<file path="config.mk">
export PLATFORM = sky130hd
export DESIGN_NAME = instr_ram_loader
export DESIGN_NICKNAME = d
export VERILOG_FILES = /design/src/rtl/instr_ram_loader.sv
export SDC_FILE = /design/constraint.sdc
export NUM_CORES = 1
export LEC_CHECK = 0
export CAP_MARGIN = 0
export CELL_PAD_IN_SITES_DETAIL_PLACEMENT = 1
export CELL_PAD_IN_SITES_GLOBAL_PLACEMENT = 2
export CORE_UTILIZATION = 29
export DETAILED_ROUTE_END_ITERATION = 6
export GPL_TIMING_DRIVEN = 0
export PLACE_DENSITY = 0.91
export SETUP_SLACK_MARGIN = 0.05
export SLEW_MARGIN = 20
export SYNTH_ARGS = -nofsm -noshare
export SYNTH_HDL_FRONTEND = slang
export SYNTH_SLANG_ARGS = --single-unit
</file>
<file path="constraint.sdc">
create_clock -name clk -period 1.97 [get_ports clk]
set_input_delay 0.591 -clock clk [delete_from_list [all_inputs] [get_ports clk]]
set_output_delay 0.591 -clock clk [all_outputs]
set_load 0.01 [all_outputs]
</file>
<file path="src/rtl/instr_ram_loader.sv">
`default_nettype none
// ============================================================================
//  Module      : instr_ram_loader
//  Description : Assembles serial program bytes into 16-bit instruction words
//                and writes them into an instruction RAM, one word per session slot.
//  Revision    : 1.0  initial release
// ============================================================================
module instr_ram_loader #(
    parameter int ADDR_W = 8,
    parameter int WORD_W = 16
) (
    input  logic              clk,
    input  logic              reset,
    input  logic              start,
    input  logic              abort,
    input  logic [ADDR_W-1:0] base_addr,
    input  logic [ADDR_W-1:0] word_count,
    input  logic              byte_valid,
    input  logic [7:0]        byte_in,
    output logic              byte_ready,
    output logic [ADDR_W-1:0] ram_addr,
    output logic [WORD_W-1:0] ram_data,
    output logic              ram_enable,
    output logic              ram_write_en,
    output logic              busy,
    output logic              done,
    output logic [ADDR_W:0]   load_count
);

    typedef enum logic [2:0] {
        S_IDLE  = 3'd0,
        S_HI    = 3'd1,
        S_LO    = 3'd2,
        S_WRITE = 3'd3,
        S_DONE  = 3'd4
    } state_t;

    localparam logic [ADDR_W:0]   c_FULL     = {1'b1, {ADDR_W{1'b0}}};
    localparam logic [ADDR_W:0]   c_CNT_ONE  = (ADDR_W+1)'(1);
    localparam logic [ADDR_W-1:0] c_ADDR_ONE = ADDR_W'(1);

    state_t            r_state;
    state_t            w_nextState;
    logic [ADDR_W-1:0] r_addrCnt;
    logic [ADDR_W:0]   r_remaining;
    logic [7:0]        r_hiByte;
    logic              r_byteReady;
    logic [ADDR_W-1:0] r_ramAddr;
    logic [WORD_W-1:0] r_ramData;
    logic              r_ramWrite;
    logic              r_busy;
    logic              r_done;
    logic [ADDR_W:0]   r_loadCount;
    logic              w_accept;

    assign w_accept = byte_valid && r_byteReady;

    always_comb begin
        w_nextState = r_state;
        case (r_state)
            S_IDLE:  if (start && !abort) w_nextState = S_HI;
            S_HI: begin
                if (abort)         w_nextState = S_IDLE;
                else if (w_accept) w_nextState = S_LO;
            end
            S_LO: begin
                if (abort)         w_nextState = S_IDLE;
                else if (w_accept) w_nextState = S_WRITE;
            end
            S_WRITE: begin
                if (abort)                         w_nextState = S_IDLE;
                else if (r_remaining == c_CNT_ONE) w_nextState = S_DONE;
                else                               w_nextState = S_HI;
            end
            S_DONE:  w_nextState = S_IDLE;
            default: w_nextState = S_IDLE;
        endcase
    end

    // Status outputs are registered from the next state so they line up with it.
    always_ff @(posedge clk) begin
        if (!reset) begin
            r_state     <= S_IDLE;
            r_addrCnt   <= '0;
            r_remaining <= '0;
            r_hiByte    <= '0;
            r_byteReady <= 1'b0;
            r_ramAddr   <= '0;
            r_ramData   <= '0;
            r_ramWrite  <= 1'b0;
            r_busy      <= 1'b0;
            r_done      <= 1'b0;
            r_loadCount <= '0;
        end else begin
            r_state     <= w_nextState;
            r_byteReady <= (w_nextState == S_HI) || (w_nextState == S_LO);
            r_ramWrite  <= (w_nextState == S_WRITE);
            r_busy      <= (w_nextState != S_IDLE);
            r_done      <= (w_nextState == S_DONE);
            case (r_state)
                S_IDLE: begin
                    if (start && !abort) begin
                        r_addrCnt   <= base_addr;
                        r_remaining <= (word_count == '0) ? c_FULL : {1'b0, word_count};
                        r_loadCount <= '0;
                    end
                end
                S_HI: begin
                    if (w_accept && !abort) r_hiByte <= byte_in;
                end
                S_LO: begin
                    if (w_accept && !abort) begin
                        r_ramData <= WORD_W'({r_hiByte, byte_in});
                        r_ramAddr <= r_addrCnt;
                    end
                end
                // The strobe of this cycle completes even under abort, so it is counted.
                S_WRITE: begin
                    r_addrCnt   <= r_addrCnt + c_ADDR_ONE;
                    r_remaining <= r_remaining - c_CNT_ONE;
                    r_loadCount <= r_loadCount + c_CNT_ONE;
                end
                default: ;
            endcase
        end
    end

    assign byte_ready   = r_byteReady;
    assign ram_addr     = r_ramAddr;
    assign ram_data     = r_ramData;
    assign ram_enable   = r_ramWrite;
    assign ram_write_en = r_ramWrite;
    assign busy         = r_busy;
    assign done         = r_done;
    assign load_count   = r_loadCount;

endmodule
`default_nettype wire

</file>
==> flow_summary.ini <==
[clock_network]
clkTransAtPathRegs_ns = 0.08
cts.sink_count = 65
postCtsHoldBufs = 0
root_buffer = clkbuf_8
clkLatencyLatePin_ns = 0.34
htreeDepth = 3
cts_buffers = 9
clockBufferDepth = 2
cts_tree = done

[hold_path]
hold_class = flop to flop
holdPathEnd = ram_data[10]$_SDFFE_PN0P_
hp-start = r_hiByte[2]$_SDFFE_PN0P_
hold_path_depth = 2

[die]
initial_core_util = 0.302
core_area_um2 = 9280
die_width_um = 100
die_area_um2 = 10100
die_y_um = 100
rows = 35
ioPinCount = 67

[logic_synthesis]
yosys.area.top_type = dfxtp_1
synth_edf_count = 0
synth_cell_type_count = 46
async_flop_share = 0
synth_area_leaders = dfxtp_1, nand2_1, a21oi_1
synthCells = 331
ys.flop_type = dfxtp_1
synth_seq_cells = 65
avgSynthCellArea_um2 = 8.46
syn_nets = 364
netlist_top_cells_count = nand2_1, dfxtp_1, a21oi_1
syn-cell-area_um2 = 2800
synth_seq_area_share = 0.465
synth.most_common_cell = nand2_1
yosysTopAreaCellShare = 0.465
ys_warn_count = 0

[finish]
drive_gt1_frac = 0.114
fill_cells = 1118
final_cells = 542
diodes = 0
finalNetCount = 441
final_area_um2 = 3860
synthToLayoutAreaGrowth_pct = 37.8

[routing]
wirelength_um = 8120
wl_per_cell_um = 15.0
via_count = 2688
ant_nets = 0
dr.pass1.iters = 4
drt_iter0_drc = 51
dr_wl_met3_um = 155
wl_met1_um = 3880
vias_per_cell = 4.96
highest_layer = met4
met2_length_um = 3940
remaining_drc_errors = 0

[global_routing]
grt_pass1_wl_um = 13700
grt_max_degree = 13
antenna_found_initial = 0
grt-ovfl-total = 0
grt_pass1_vias = 2813
grt_use_total = 0.175

[sta]
rsz0062_at_grt = true
worst_pin_slew_ns = 0.545
period_minus_slack_ns = 1.86
clock.fmax_ghz = 0.537
finalClockSkew_ns = 0.0140
setup_viol = 0
slew-limit-headroom = 0.637
drv_slew = 0
hold_violations = 0
period_share = 0.946

[place]
hpwl_um = 6110
dpl.cell_count = 525
port_buffers = 65
place_congestion = 0.807
dpl-instance-area_um2 = 3610

[worst_setup_path]
r2r-start = r_remaining[2]$_SDFFE_PN0P_
critPathRequiredTime_ns = 1.38
r2r-end = byte_ready$_SDFF_PN0_
critPathLaunchType = flop
crit_fanout = 4
path_cells = clkdlybuf4s50_1
critPathMaxStageDelay_ns = 0.55
crit_arrival_ns = 1.27
cp.buffers_inverters = 1
reg2reg_depth = 4
endpoint_kind = primary output
critical_path.top_delay_family = buffers and inverters
ff2ff_setup_slack_ns = 0.19
crit_type = flop to primary output
crit_slowest_cell = clkdlybuf4s50_1

[flow_run]
drv_cap = 0

[power_and_ir_drop]
p_per_area_nw_per_um2 = 699
leakagePower_nw = 1.35
peakVddDrop_mv = 0.244

[outcome]
status = finished clean
## kinds of logic after synthesis
group                      after synthesis  share of synthesized area
xor gates and xnor gates                 1                    0.00313
adders and majority gates                4                     0.0179
muxes                                    9                     0.0322
AOI/OAI and AO/OA                       76                      0.167
buffers and inverters                   26                     0.0469
DFF                                     65                      0.465
and+or+nand+nor                        150                      0.269
## power by group
| part | internal [mW] | switching, mW | leakage (nW) | total (mW) |
|---|---|---|---|---|
| clock | 0.584 | 0.546 | 0.0994 | 1.13 |
| combinational | 0.0984 | 0.112 | 0.719 | 0.211 |
| sequential | 1.33 | 0.0213 | 0.529 | 1.36 |
| total | 2.02 | 0.680 | 1.35 | 2.70 |
## registers in the layout (all words and copies together) (netlist names)
register / cells
r_remaining: 9
load_count: 9
r_hiByte: 8
busy: 1
done: 1
byte_ready: 1
r_state: 3
ram_addr: 8
ram_enable: 1
ram_data: 16
r_addrCnt: 8
## cell type report
cell class	count	area [um^2]	share of cell area
buffer	22	133	0.0344
sequential	65	1310	0.339
tap	129	161	0.0418
clock inverter	7	70.1	0.0182
timing repair buffer	66	669	0.173
multi-input combinational	240	1380	0.357
inverter	4	15.0	0.00389
clock buffer	9	124	0.0321
## worst max path at each step
stage	startpoint	cells after the start	slack [ns]	endpoint
global placement	abort	6	-0.61	load_count[1]$_SDFFE_PN0P_
floorplan	byte_valid	5	0.29	byte_ready$_SDFF_PN0_
CTS	load_count[0]$_SDFFE_PN0P_	1	0.06	load_count[0]
global route	abort	6	0.04	r_remaining[4]$_SDFFE_PN0P_
finish	load_count[7]$_SDFFE_PN0P_	1	0.11	load_count[7]
detailed placement	abort	6	-0.63	r_remaining[4]$_SDFFE_PN0P_
## layout by cell type (no fill, tap or decap), drive strengths merged, types with 9 or more instances in the layout
master,n
a21oi,39
buf,15
clkbuf,17
clkdlybuf4s50,61
dfxtp,65
mux2i,9
nand2,66
nand3,14
nand4,9
nor2,27
o21ai,9
## through the flow
| stage | TNS (ns) | utilization | hold slack (ns) | setup slack (ns) | total power, mW |
|---|---|---|---|---|---|
| after floorplan | 0 | - | 0.431 | 0.290 | 1.49 |
| after global placement | -29.21 | 0.389 | 0.437 | -0.613 | 1.59 |
| after detailed placement | -29.60 | 0.389 | 0.450 | -0.627 | 1.60 |
| after CTS | 0 | 0.415 | 0.457 | 0.0596 | 2.72 |
| after global routing | 0 | 0.416 | 0.483 | 0.0430 | 2.81 |
| final | 0 | 0.416 | 0.454 | 0.106 | 2.70 |
## repair_timing
item / 4_1_cts / 5_1_grt
pin swaps: 2 / 0
resized for setup: 14 / 3
setup buffers: 1 / 0
setup endpoints to repair: 60 / 4
## routing by layer
metal	track usage	vias up
met2	0.293	36
met5	0	-
li1	-	1331
met4	0.0702	0
met3	0.0258	12
met1	0.226	1309
Power figures use the tool's default switching activity.
